**config.mk**
```make
export PLATFORM = sky130hd
export DESIGN_NAME = tile_line_feeder
export DESIGN_NICKNAME = d
export VERILOG_FILES = /design/src/rtl/vdp_pkg.sv /design/src/rtl/tile_pattern_gen.sv /design/src/rtl/tile_line_feeder.sv
export SDC_FILE = /design/constraint.sdc
export NUM_CORES = 1
export LEC_CHECK = 0
export BUFFER_PORTS_ARGS = -buffer_cell sky130_fd_sc_hd__buf_2
export CAP_MARGIN = 0
export CORE_ASPECT_RATIO = 2
export CORE_MARGIN = 2
export CORE_UTILIZATION = 56
export CTS_CLUSTER_DIAMETER = 30
export DETAILED_ROUTE_END_ITERATION = 10
export GPL_ROUTABILITY_DRIVEN = 0
export PLACE_DENSITY = 0.84
export SETUP_SLACK_MARGIN = 0.02
export SLEW_MARGIN = 20
export SYNTH_ARGS = -nofsm -noshare
export SYNTH_HDL_FRONTEND = slang
export SYNTH_HIERARCHICAL = 1
export SYNTH_SLANG_ARGS = --single-unit
```
**constraint.sdc**
```tcl
create_clock -name clk_draw -period 5.4 [get_ports clk_draw]
set_input_delay 0.81 -clock clk_draw [delete_from_list [all_inputs] [get_ports clk_draw]]
set_output_delay 0.81 -clock clk_draw [all_outputs]
set_load 0.05 [all_outputs]
```
**src/rtl/vdp_pkg.sv**
```systemverilog
// Shared types for the video display pipeline draw side.
//   feeder_state_e : tile_line_feeder control states
//   pattern_mode_e : pixel pattern selected by tile_line_feeder.mode
package vdp_pkg;

  typedef enum logic [1:0] {
    IDLE = 2'd0,
    RUN  = 2'd1,
    DONE = 2'd2
  } feeder_state_e;

  typedef enum logic [1:0] {
    RAMP    = 2'd0,
    CHECKER = 2'd1,
    ROW     = 2'd2,
    XOR     = 2'd3
  } pattern_mode_e;

endpackage

```
**src/rtl/tile_pattern_gen.sv**
```systemverilog
// Combinational source-pattern lookup for one pixel.
//   sx_i   : source x (already scrolled, wraps mod 2^CORDW)
//   sy_i   : source y (already scrolled, wraps mod 2^CORDW)
//   mode_i : pattern select
//   pix_o  : PIXW-bit palette index
module tile_pattern_gen
  import vdp_pkg::*;
#(
  parameter int CORDW = 11,
  parameter int PIXW  = 8
) (
  input  logic [CORDW-1:0] sx_i,
  input  logic [CORDW-1:0] sy_i,
  input  pattern_mode_e    mode_i,
  output logic [PIXW-1:0]  pix_o
);

  always_comb begin
    pix_o = '0;
    unique case (mode_i)
      RAMP:    pix_o = PIXW'(sx_i);
      // 8x8 cells: bit 3 of each coordinate selects the cell parity
      CHECKER: pix_o = (sx_i[3] ^ sy_i[3]) ? PIXW'(32'hFF) : '0;
      ROW:     pix_o = PIXW'(sy_i);
      XOR:     pix_o = PIXW'(sx_i ^ sy_i);
      default: pix_o = '0;
    endcase
  end

endmodule

```
**src/rtl/tile_line_feeder.sv**
```systemverilog
// Per-scanline tile word source for the draw side.
// On line_start it latches the window/scroll/mode parameters and streams
// PIX_PER_WORD-pixel words covering the window, with edge valid masks,
// under a valid/ready handshake.
//   clk_draw, rst_draw     : clock, synchronous active-high reset
//   line_start             : begin (or restart) a line with the current inputs
//   line_y, scroll_x/_y    : source coordinate inputs
//   win_start, win_end     : visible window [win_start, min(win_end, LINE_W))
//   mode                   : pattern select (vdp_pkg::pattern_mode_e)
//   out_valid / out_ready  : word handshake
//   tile_pixels            : pixel i in bits [i*PIXW +: PIXW]
//   tile_valid_mask        : bit i set when pixel i is inside the window
//   tile_x                 : screen x of pixel 0
//   busy, line_done        : line in progress, one-cycle completion pulse
module tile_line_feeder
  import vdp_pkg::*;
#(
  parameter int CORDW        = 11,
  parameter int PIX_PER_WORD = 4,
  parameter int PIXW         = 8,
  parameter int LINE_W       = 640
) (
  input  logic                         clk_draw,
  input  logic                         rst_draw,
  input  logic                         line_start,
  input  logic [CORDW-1:0]             line_y,
  input  logic [CORDW-1:0]             scroll_x,
  input  logic [CORDW-1:0]             scroll_y,
  input  logic [CORDW-1:0]             win_start,
  input  logic [CORDW-1:0]             win_end,
  input  logic [1:0]                   mode,
  output logic                         out_valid,
  input  logic                         out_ready,
  output logic [PIX_PER_WORD*PIXW-1:0] tile_pixels,
  output logic [PIX_PER_WORD-1:0]      tile_valid_mask,
  output logic [CORDW-1:0]             tile_x,
  output logic                         busy,
  output logic                         line_done
);

  localparam logic [CORDW-1:0] ALIGN_MASK = ~CORDW'(PIX_PER_WORD - 1);
  localparam logic [CORDW-1:0] LINE_W_C   = CORDW'(LINE_W);
  localparam logic [CORDW-1:0] STEP       = CORDW'(PIX_PER_WORD);

  feeder_state_e state_q, state_d;

  // Parameters captured at line_start
  logic [CORDW-1:0] scroll_x_q, sy_q, win_start_q, end_q, last_tx_q;
  pattern_mode_e    mode_q;

  // Output word registers
  logic [CORDW-1:0]             tile_x_q;
  logic [PIX_PER_WORD*PIXW-1:0] pix_q;
  logic [PIX_PER_WORD-1:0]      mask_q;

  logic [CORDW-1:0] eff_end, sy_in;
  logic             empty_win, load_word;

  assign eff_end   = (win_end < LINE_W_C) ? win_end : LINE_W_C;
  assign empty_win = (win_start >= eff_end);
  assign sy_in     = line_y + scroll_y;

  // The next word is built either from the raw inputs (first word of a new
  // line) or from the latched parameters (subsequent words).
  logic [CORDW-1:0]             src_tx, src_scroll, src_sy, src_ws, src_end;
  pattern_mode_e                src_mode;
  logic [PIX_PER_WORD*PIXW-1:0] pix_d;
  logic [PIX_PER_WORD-1:0]      mask_d;

  assign src_tx     = line_start ? (win_start & ALIGN_MASK) : (tile_x_q + STEP);
  assign src_scroll = line_start ? scroll_x  : scroll_x_q;
  assign src_sy     = line_start ? sy_in     : sy_q;
  assign src_ws     = line_start ? win_start : win_start_q;
  assign src_end    = line_start ? eff_end   : end_q;
  assign src_mode   = line_start ? pattern_mode_e'(mode) : mode_q;

  for (genvar i = 0; i < PIX_PER_WORD; i++) begin : g_pix
    logic [CORDW-1:0] x, sx;
    assign x  = src_tx + CORDW'(i);
    assign sx = x + src_scroll;
    tile_pattern_gen #(.CORDW(CORDW), .PIXW(PIXW)) u_gen (
      .sx_i   (sx),
      .sy_i   (src_sy),
      .mode_i (src_mode),
      .pix_o  (pix_d[i*PIXW +: PIXW])
    );
    assign mask_d[i] = (x >= src_ws) && (x < src_end);
  end

  // line_start takes priority everywhere, so a restart landing on the final
  // handshake never enters DONE and the old line reports no completion.
  always_comb begin
    state_d   = state_q;
    load_word = 1'b0;
    if (line_start) begin
      state_d   = empty_win ? DONE : RUN;
      load_word = !empty_win;
    end else begin
      unique case (state_q)
        RUN: begin
          if (out_ready) begin
            if (tile_x_q >= last_tx_q) state_d = DONE;
            else                       load_word = 1'b1;
          end
        end
        DONE:    state_d = IDLE;
        default: state_d = state_q;
      endcase
    end
  end

  always_ff @(posedge clk_draw) begin
    if (rst_draw) begin
      state_q  <= IDLE;
      tile_x_q <= '0;
      pix_q    <= '0;
      mask_q   <= '0;
    end else begin
      state_q <= state_d;
      if (load_word) begin
        tile_x_q <= src_tx;
        pix_q    <= pix_d;
        mask_q   <= mask_d;
      end
    end
  end

  always_ff @(posedge clk_draw) begin
    if (line_start) begin
      scroll_x_q  <= scroll_x;
      sy_q        <= sy_in;
      win_start_q <= win_start;
      end_q       <= eff_end;
      last_tx_q   <= (eff_end - CORDW'(1)) & ALIGN_MASK;
      mode_q      <= pattern_mode_e'(mode);
    end
  end

  assign out_valid       = (state_q == RUN);
  assign busy            = (state_q != IDLE);
  assign line_done       = (state_q == DONE);
  assign tile_x          = tile_x_q;
  assign tile_pixels     = pix_q;
  assign tile_valid_mask = mask_q;

endmodule

```
Word level (Yosys, flattened, before mapping)
Index checks and enable logic that the tools add are counted.
Storage, ports and cells
  bits in registers: 104
  bits in latches: 0
  bits in writable memories: 0
  bits in read-only memories: 0
  output and inout bits: 50
  logic and storage cells: 79
  memories kept: 0
Cells by class
  add/sub/neg operators: 10
  $mul: 0
  divide/modulo/power cells: 0
  order comparisons: 11
  eq/ne operators: 7
  shift-type cells: 0
  muxes and demuxes: 24
  bitwise logic cells: 8
  reductions and logical operators: 9
Operators by type and width (number)
  $pmux 8 s4: 4
  $ge 11x11->1: 6
  $mux 11: 6
  $lt 11x11->1: 4
  $add 8x8->8: 4
  $mux 8: 4
  $xor 8x8->8: 4
  $add 11x2->11 const B: 2
  $add 11x1->11 const B: 1
  $add 11x11->11: 1
  $add 11x3->11 const B: 1
  $lt 11x10->1 const B: 1
  $sub 11x1->11 const B: 1
  $mux 2: 5
  $eq 2x2->1 const B: 3
  $ne 3x2->1 const B: 2
  $eq 2x1->1 const B: 2
  $logic_and 1x1->1: 4
  $mux 1: 4
  $pmux 2 s2: 1
  $xor 1x1->1: 4
  $reduce_and 3->1: 1
  $reduce_bool 3->1: 1
  $logic_not 2->1: 1
  2 further kinds: 2

Logic depth before layout (Yosys ltp)
Gate-level depths: netlist (run 1).
  depth after elaboration: 7
  depth in mapped cells: 19

Modules after synthesis
The synthesis (run 1) kept the hierarchy.
Modules (own cells, without submodules)
  tile_line_feeder: times used 1, cells an instance 1017, area an instance 8568.2 um^2, sequential area each 2172.1 um^2
  tile_pattern_gen: times used 4, cells an instance 47, area an instance 320.3 um^2, sequential area each 0.0 um^2

Worst setup path after synthesis (run 1)
OpenSTA, ideal clock, no wires.
  kind: input-to-reg
  start point: in line_start
  end point: reg pix_q[15], in the netlist tile_pixels[15]
  arrival: 4618 ps
  data required time: 5330 ps
  slack: 711 ps
  stages on the path: 18
  buffers on the path: 4
  cell sequence: buf_2 > buf_2 > clkbuf_1 > buf_1 > mux2i_1 > inv_1 > ha_1 > a21o_1 > a21oi_1 > o21bai_1 > a2111oi_0 > nor2_1 > xnor2_1 > inv_1 > o21ai_0 > a32o_1 > nand2_1 > a21oi_1
On the way
  elaborated cells on any way between the ends: 15
  those cells by class: add/sub (2); eq/ne (3); mux (7); bitwise (2); reduce/logical (1)
RTL lines
  start: declaration: RTL line tile_line_feeder.sv:25  | input logic line_start,
  $mux 11 *
  net src_scroll[1]: RTL line tile_line_feeder.sv:65  | logic [CORDW-1:0] src_tx, src_scroll, src_sy, src_ws, src_end;
  $add 8x8->8 *: RTL line tile_line_feeder.sv:80  | assign sx = x + src_scroll;
  net g_pix[1].sx[7]: RTL line tile_line_feeder.sv:78  | logic [CORDW-1:0] x, sx;
  $xor 8x8->8: RTL line tile_pattern_gen.sv:25  | XOR: pix_o = PIXW'(sx_i ^ sy_i);
  $pmux 8 s4 *: RTL line tile_pattern_gen.sv:20  | unique case (mode_i)
  net pix_d[15]: RTL line tile_line_feeder.sv:67  | logic [PIX_PER_WORD*PIXW-1:0] pix_d;
  end signal: assignment: RTL line tile_line_feeder.sv:122  | pix_q <= pix_d;
  end: declaration: RTL line tile_line_feeder.sv:53  | logic [PIX_PER_WORD*PIXW-1:0] pix_q;
The timed path passes the listed nets; every way through them passes the cells marked *.
A chain may end at the register's enable or synchronous reset.

Worst setup path after layout (run 1)
  start point: reg tile_x_q[3], in the netlist tile_x[3]
  end point: reg mask_q[1], in the netlist tile_valid_mask[1]
On the way
  longest elaborated chain between the ends: 5
  elaborated cells on any way between the ends: 11
  those cells by class: add/sub (2); order compare (3); mux (5); reduce/logical (1)
Ends and longest elaborated chain
  start: declaration: RTL line tile_line_feeder.sv:52  | logic [CORDW-1:0] tile_x_q;
  start signal: assignment: RTL line tile_line_feeder.sv:121  | tile_x_q <= src_tx;
  $add 11x3->11 *: RTL line tile_line_feeder.sv:70  | assign src_tx = line_start ? (win_start & ALIGN_MASK) : (tile_x_q + STEP);
  $mux 11 *: RTL line tile_line_feeder.sv:70
  net g_pix[0].x[3]: RTL line tile_line_feeder.sv:78
  $add 11x1->11 *: RTL line tile_line_feeder.sv:79  | assign x = src_tx + CORDW'(i);
  $ge 11x11->1 or $lt 11x11->1 (tied branches): RTL line tile_line_feeder.sv:87  | assign mask_d[i] = (x >= src_ws) && (x < src_end);
  $logic_and 1x1->1 *: RTL line tile_line_feeder.sv:87
  end signal: assignment: RTL line tile_line_feeder.sv:123  | mask_q <= mask_d;
  end: declaration: RTL line tile_line_feeder.sv:54  | logic [PIX_PER_WORD-1:0] mask_q;
Marks and branches as above.

==> results.rst, run 1 <==
.. list-table::
   :header-rows: 1

   * - Metric
     - Value
   * - Pint
     - 1.702 mW
   * - First-pass iteration count of the detailed router
     - 6
   * - Logic pwr share
     - 0.480
   * - Leakage power
     - 4.688 nW
   * - Gate count of the mapped netlist
     - 1115
   * - WS Path Type
     - reg2reg
   * - Chip height
     - 184.3 µm
   * - Number of buffers added on ports
     - 101
   * - Max stage delay cell, worst path
     - sky130_fd_sc_hd__a2111oi_0
   * - Overall power after layout
     - 2.909 mW
   * - Overflow after GRT
     - 0
   * - Critical register-to-register path endpoint
     - tile_valid_mask[1]$_SDFFE_PP0P_
   * - Family of cells with the greatest summed delay on the critical path
     - compound AO/OA/AOI/OAI gates
   * - Total of warnings raised by yosys
     - 6
   * - Utilization of the core after routing
     - 0.6183
   * - Ordered cell list for the critical path
     - ha_1 -> a21boi_1 -> inv_1 -> and3_1 -> xnor2_1 -> ha_1 -> a21o_1 -> a21o_1 -> a2111oi_0 -> o21ai_0 -> nand4_1 -> a21oi_1
   * - Total area of multi-input combinational cells
     - 6416 µm²
   * - Critical Path Sink Type
     - register
   * - Horizontal die dimension
     - 94.15 µm
   * - IO Count
     - 111
   * - Timing endpoint of the critical path
     - tile_valid_mask[1]$_SDFFE_PP0P_
   * - Antenna violation net count after detailed routing
     - 0
   * - Worst VDD drop
     - 0.0002149 V
   * - Antenna Cells
     - 0
   * - Worst stage delay on the critical path
     - 820 ps
   * - Fin Setup TNS
     - 0 ps
   * - Required @ worst endpoint
     - 5590 ps
   * - Initial antenna violation count
     - 0
   * - Number of H-tree levels
     - 3
   * - Area of the die
     - 17350 µm²
   * - Startpoint of the lowest-slack register-to-register path
     - tile_x[3]$_SDFFE_PP0P_
   * - Worst Slack Setup Final
     - 1052 ps
   * - RSZ-0062 raised after global routing
     - no
   * - Power per cell area
     - 292.1 nW/µm²
   * - Clk pin slew, worst setup/hold paths
     - 70 ps
   * - Worst-path maximum fanout
     - 9
   * - Rows
     - 66
   * - Slew at the pin with the worst max-slew slack
     - 1146 ps
   * - Arrival time worst endpoint
     - 4540 ps
   * - Number of buffers on the longest clock path
     - 2
   * - Area delta synth->final
     - 9.388%
   * - Total global-route track usage
     - 0.2768
   * - Crit path launch
     - tile_x[3]$_SDFFE_PP0P_
   * - Number of maximum-capacitance violations
     - 0
   * - Number of buffers and inverters on the critical path
     - 1
   * - Final number of setup-violating endpoints
     - 0
   * - DRC errors left
     - 0
   * - Number of buffers inserted by post-CTS setup repair
     - 0
   * - Average cell area after synthesis
     - 8.164 µm²
   * - Max Transition Viols Final
     - 0
   * - CTS tree
     - yes
   * - Share of total power in the clock network
     - 0.226
   * - Worst setup slack before clock tree synthesis
     - 890.5 ps
   * - Count of instances resized after the clock tree is built
     - 0
   * - Number of cells on the worst reg-to-reg path
     - 12
   * - Clock buffers created by TritonCTS
     - 9
   * - Number of nets at the end of the flow
     - 1402
   * - Register Area
     - 2052 µm²
   * - Number of nets produced by synthesis
     - 1324
   * - Slew margin rel.
     - 0.2277
   * - Cell area after synthesis
     - 9102 µm²
   * - Clock latency on the worst-skew pair
     - 360 ps
   * - Clock Skew
     - 11.53 ps
   * - Startpoint kind of the worst setup timing path
     - register
   * - Routed len/inst
     - 17.23 µm
   * - Std-Cell Core Area
     - 16100 µm²
   * - Hold-fix buffers, CTS
     - 0
   * - Number of sinks on the clock net
     - 98
   * - Ratio of routed vias to standard cells
     - 6.046
   * - Outcome
     - complete, no violations
   * - Levels on crit path
     - 12
   * - Portion of the clock cycle consumed by the worst path in the final layout
     - 0.8052
   * - First-iteration detailed-routing DRC count
     - 489
   * - Maximum frequency from static timing analysis
     - 230.0 MHz
   * - Path type of the worst min-delay path
     - reg2reg
   * - Number of failing hold endpoints at the final stage
     - 0
   * - Fillers
     - 1373
   * - Root buffer selected by CTS
     - sky130_fd_sc_hd__clkbuf_16
   * - Total number of vias
     - 8477
   * - Vias in the first global route
     - 8220
   * - Setup slack of the most critical reg-to-reg path
     - 1050 ps
   * - Fraction of final layout cells with drive strength greater than 1
     - 0.1586
   * - Post-layout minimum cycle time
     - 4348 ps
   * - NetSw
     - 1.207 mW
   * - Sequential fraction of design power
     - 0.294
   * - Wire length of the first global-routing pass
     - 38.66 mm
   * - Total wire length after detailed routing
     - 24.16 mm
   * - Placed wire-length estimate after detailed placement
     - 18.46 mm
   * - Switch share
     - 0.4151
   * - Pin count of the biggest net entering global routing
     - 66
   * - Final worst hold slack
     - 449.2 ps
   * - Initial standard-cell utilization of the core
     - 0.5653
## state kept, by name, indices dropped and copies added, names as in the netlist
register / cells
sy_q: 8
scroll_x_q: 8
last_tx_q: 9
win_start_q: 11
mode_q: 2
state_q: 2
tile_pixels: 32
tile_x: 11
end_q: 11
tile_valid_mask: 4
## through the flow
| stage | cell area, µm² | std cells |
|---|---|---|
| after floorplan | 9102 | 1115 |
| final | 9957 | 1402 |
| after global placement | 9637 | 1385 |
| after global routing | 9957 | 1402 |
| after detailed placement | 9637 | 1385 |
| after CTS | 9932 | 1401 |
## how the worst min path moves through the flow
stage	from	endpoint	cells after the start
finish	tile_valid_mask[3]$_SDFFE_PP0P_	tile_valid_mask[3]$_SDFFE_PP0P_	2
detailed placement	tile_valid_mask[3]$_SDFFE_PP0P_	tile_valid_mask[3]$_SDFFE_PP0P_	2
CTS	tile_valid_mask[3]$_SDFFE_PP0P_	tile_valid_mask[3]$_SDFFE_PP0P_	2
floorplan	state_q[0]$_SDFFE_PP0P_	state_q[0]$_SDFFE_PP0P_	2
global route	tile_pixels[3]$_SDFFE_PP0P_	tile_pixels[3]$_SDFFE_PP0P_	2
global placement	tile_pixels[4]$_SDFFE_PP0P_	tile_pixels[4]$_SDFFE_PP0P_	2
## cell usage in the layout, fill, tap and decap left out, drive strengths merged, types with 13 or more instances in the layout
cell type / instances
a211oi: 13
a21boi: 15
a21o: 19
a21oi: 101
a31o: 24
a31oi: 13
buf: 111
dfxtp: 89
ha: 143
inv: 93
mux2: 15
mux2i: 32
nand2: 133
nand3: 23
nor2: 59
nor2b: 24
nor3: 16
o21ai: 83
xnor2: 53
## area by class of cell
| type | instances | area share |
|---|---|---|
| timing repair buffer | 111 | 0.05956 |
| inverter | 92 | 0.03468 |
| clock buffer | 10 | 0.02300 |
| tap | 204 | 0.02563 |
| multi-input combinational | 881 | 0.6444 |
| clock inverter | 6 | 0.006660 |
| sequential | 98 | 0.2061 |
## routing by layer
layer,track usage,vias up,part of all wire
li1,-,4078,-
met1,0.3222,3978,0.39
met3,0.04988,69,0.067
met5,0,-,0
met4,0.1200,0,0.033
met2,0.4874,352,0.51
## power by group through the flow
stage,sequential (mW),combinational (mW),clock (mW)
2_1_floorplan,1.01,0.919,0
3_3_place_gp,0.868,1.30,0
3_5_place_dp,0.873,1.36,0
4_1_cts,0.856,1.37,0.665
5_1_grt,0.863,1.53,0.686
6_report,0.856,1.40,0.657
## tightest hold or removal path, stage by stage, from the launching register on
cell and delay [ps]:
sky130_fd_sc_hd__dfxtp_1 310, sky130_fd_sc_hd__nand2_1 50, sky130_fd_sc_hd__a21oi_1 50
No activity file was read; power rests on OpenSTA's default activity.
==> run 2: changes to the inputs <==
--- a/config.mk
+++ b/config.mk
@@ -5,6 +5,7 @@
 export SDC_FILE = /design/constraint.sdc
 export NUM_CORES = 1
 export LEC_CHECK = 0
+export ABC_AREA = 1
 export BUFFER_PORTS_ARGS = -buffer_cell sky130_fd_sc_hd__buf_2
 export CAP_MARGIN = 0
 export CORE_ASPECT_RATIO = 2
@@ -13,7 +14,7 @@
 export CTS_CLUSTER_DIAMETER = 30
 export DETAILED_ROUTE_END_ITERATION = 10
 export GPL_ROUTABILITY_DRIVEN = 0
-export PLACE_DENSITY = 0.84
+export PLACE_DENSITY = 0.83
 export SETUP_SLACK_MARGIN = 0.02
 export SLEW_MARGIN = 20
 export SYNTH_ARGS = -nofsm -noshare
==> constraint.sdc (replaced) <==
create_clock -name clk_draw -period 4.6 [get_ports clk_draw]
set_input_delay 0.69 -clock clk_draw [delete_from_list [all_inputs] [get_ports clk_draw]]
set_output_delay 0.69 -clock clk_draw [all_outputs]
set_load 0.05 [all_outputs]
==> run 2 against run 1 <==
Compared with the run above:
- worst hold slack is essentially flat
- clock skew is essentially flat
- die area grew 4.3%
- register-to-register slack lost 400 ps
- via count grew 15%
- highest routed layer unchanged
- largest power group unchanged
- sequential share of layout area shrank 1.1 points
- clock power grew 21%
==> results.rst, run 2 <==
.. list-table::
   :header-rows: 1

   * - Metric
     - Value
   * - Cell area reported after detailed placement
     - 10220 µm²
   * - Metal-1 WL
     - 9.313 mm
   * - Hold-fix buffers, CTS
     - 0
   * - Chip height
     - 188.3 µm
   * - Power per cell area
     - 325.7 nW/µm²
   * - Count of instances resized after the clock tree is built
     - 0
   * - Fraction of final layout cells with drive strength greater than 1
     - 0.1419
   * - Pin count of the biggest net entering global routing
     - 61
   * - Fin Setup TNS
     - 0 ps
   * - Max Transition Viols Final
     - 0
   * - Antenna Cells
     - 0
   * - Worst-path maximum fanout
     - 13
   * - Startpoint kind of the worst setup timing path
     - primary input
   * - Wire length of the first global-routing pass
     - 43.41 mm
   * - Antenna violation net count after detailed routing
     - 0
   * - Max reg flops
     - 32
   * - Placed wire-length estimate after detailed placement
     - 21.76 mm
   * - Final number of setup-violating endpoints
     - 0
   * - Clock Skew
     - 11.48 ps
   * - Portion of the clock cycle consumed by the worst path in the final layout
     - 0.8797
   * - Sum of met3 wire segment lengths after detailed routing
     - 1.552 mm
   * - Worst Slack Setup Final
     - 553.4 ps
   * - RSZ-0062 raised after global routing
     - no
   * - Std-Cell Core Area
     - 16680 µm²
   * - Number of buffers inserted by post-CTS setup repair
     - 0
   * - Commonest non-fill, non-tap cell in the layout
     - sky130_fd_sc_hd__nand2_1
   * - Worst setup slack before clock tree synthesis
     - 232.9 ps
   * - Setup slack of the most critical reg-to-reg path
     - 650 ps
   * - Total global-route track usage
     - 0.3093
   * - Worst stage delay on the critical path
     - 390 ps
   * - Number of failing hold endpoints at the final stage
     - 0
   * - Ratio of routed vias to standard cells
     - 5.664
   * - Clk pin slew, worst setup/hold paths
     - 80 ps
   * - Top library cells by usage in the layout, fill and taps aside
     - sky130_fd_sc_hd__nand2_1 (349), sky130_fd_sc_hd__inv_1 (163), sky130_fd_sc_hd__nor2_1 (143), sky130_fd_sc_hd__ha_1 (143), sky130_fd_sc_hd__nand3_1 (132)
   * - Initial antenna violation count
     - 0
   * - Max stage delay cell, worst path
     - sky130_fd_sc_hd__ha_1
   * - Startpoint of the lowest-slack register-to-register path
     - tile_x[2]$_SDFFE_PP0P_
   * - Worst VDD drop
     - 0.0001970 V
   * - First-iteration detailed-routing DRC count
     - 509
   * - Total of warnings raised by yosys
     - 6
   * - Critical register-to-register path endpoint
     - tile_pixels[29]$_SDFFE_PP0P_
   * - Family of cells with the greatest summed delay on the critical path
     - compound AO/OA/AOI/OAI gates
   * - Cell area after synthesis
     - 9510 µm²
   * - Maximum frequency from static timing analysis
     - 247.1 MHz
   * - Slew at the pin with the worst max-slew slack
     - 1171 ps
   * - Overflow after GRT
     - 0
   * - Outcome
     - complete, no violations
   * - Required @ worst endpoint
     - 4860 ps
   * - Leakage power
     - 5.701 nW
   * - Clock buffers created by TritonCTS
     - 9
   * - First-pass iteration count of the detailed router
     - 8
   * - Fin area
     - 10530 µm²
   * - Average cell area after synthesis
     - 6.750 µm²
   * - Area delta synth->final
     - 10.72%
   * - IO Count
     - 111
   * - Slew margin rel.
     - 0.2140
   * - Path type of the worst min-delay path
     - reg2reg
   * - Max Used Layer
     - met4
   * - Clock latency on the worst-skew pair
     - 370 ps
   * - Min-Delay Startpoint
     - win_start_q[9]$_DFF_P_
   * - Routed len/inst
     - 15.91 µm
   * - Area of the die
     - 18100 µm²
   * - Total wire length after detailed routing
     - 27.40 mm
   * - CTS tree
     - yes
   * - Number of sinks on the clock net
     - 98
   * - Number of nets at the end of the flow
     - 1719
   * - Met2 wire length
     - 14.11 mm
   * - WS Path Type
     - in2reg
   * - Number of H-tree levels
     - 3
   * - Post-layout minimum cycle time
     - 4047 ps
   * - Arrival time worst endpoint
     - 4310 ps
   * - Number of buffers added on ports
     - 101
   * - Terminating pin of the worst hold path
     - win_start_q[9]$_DFF_P_
   * - Horizontal die dimension
     - 96.15 µm
   * - Number of maximum-capacitance violations
     - 0
   * - Rows
     - 67
   * - Fillers
     - 1537
   * - Number of cells on the worst hold path
     - 2
   * - Critical Path Sink Type
     - register
   * - Gate count of the mapped netlist
     - 1409
   * - DRC errors left
     - 0
   * - Vias in the first global route
     - 9360
   * - Number of buffers and inverters on the critical path
     - 4
   * - Final worst hold slack
     - 449.3 ps
   * - Total number of vias
     - 9754
   * - Initial standard-cell utilization of the core
     - 0.5701
   * - Number of cells on the worst reg-to-reg path
     - 16
   * - Number of nets produced by synthesis
     - 1618
   * - Ordered cell list for the critical path
     - buf_2 -> inv_2 -> buf_4 -> a21oi_2 -> inv_1 -> nand2_1 -> nor2_1 -> xor2_1 -> ha_1 -> a21oi_1 -> nand2_1 -> a21oi_1 -> xnor2_1 -> nand3_1 -> nand3_1 -> nand3_1 -> nor2_1 -> nor2_1
   * - Number of buffers on the longest clock path
     - 2
   * - Root buffer selected by CTS
     - sky130_fd_sc_hd__clkbuf_16
==> run 2: cell type report <==
type | instances | area, µm² | share of cell area
multi-input cells | 1097 | 6554 | 0.6224
flip-flops and latches | 98 | 2052 | 0.1949
repair buffers | 125 | 685.7 | 0.06511
inverters | 179 | 673.1 | 0.06393
well taps | 207 | 259.0 | 0.02460
clock buffers | 9 | 225.2 | 0.02139
clock inverters | 7 | 81.33 | 0.007723
==> run 2: where the power goes <==
group | switching [mW] | internal [mW]
combinational | 1.10 | 0.521
sequential | 0.0494 | 0.962
clock | 0.404 | 0.389
total | 1.56 | 1.87
==> run 2: stage by stage <==
stage | std cells | util | power (mW)
final | 1722 | 0.6312 | 3.429
after global routing | 1722 | 0.6312 | 3.667
after CTS | 1722 | 0.6309 | 3.411
after detailed placement | 1706 | 0.6125 | 2.621
after global placement | 1706 | 0.6125 | 2.572
after floorplan | 1409 | - | 2.234
==> run 2: worst max-delay path by stage <==
stage	startpoint	slack, ps	end	depth (start not counted)
6_report	line_start	550	tile_pixels[29]$_SDFFE_PP0P_	18
5_1_grt	line_start	310	tile_pixels[7]$_SDFFE_PP0P_	23
4_1_cts	line_start	620	tile_pixels[7]$_SDFFE_PP0P_	22
3_5_place_dp	line_start	230	tile_pixels[7]$_SDFFE_PP0P_	22
3_3_place_gp	line_start	270	tile_pixels[7]$_SDFFE_PP0P_	22
2_1_floorplan	line_start	620	tile_pixels[15]$_SDFFE_PP0P_	21
==> run 2: tightest hold or removal path: cells and delay by family (launching register included) <==
| kind | cells | cell delay (ps) |
|---|---|---|
| simple gates | 2 | 110 |
| flops | 1 | 310 |
==> run 2: metal layers <==
layer | vias to the layer above | track usage
met5 | - | 0
met4 | 0 | 0.2527
met3 | 159 | 0.04838
met2 | 392 | 0.5582
met1 | 4391 | 0.2911
li1 | 4812 | -
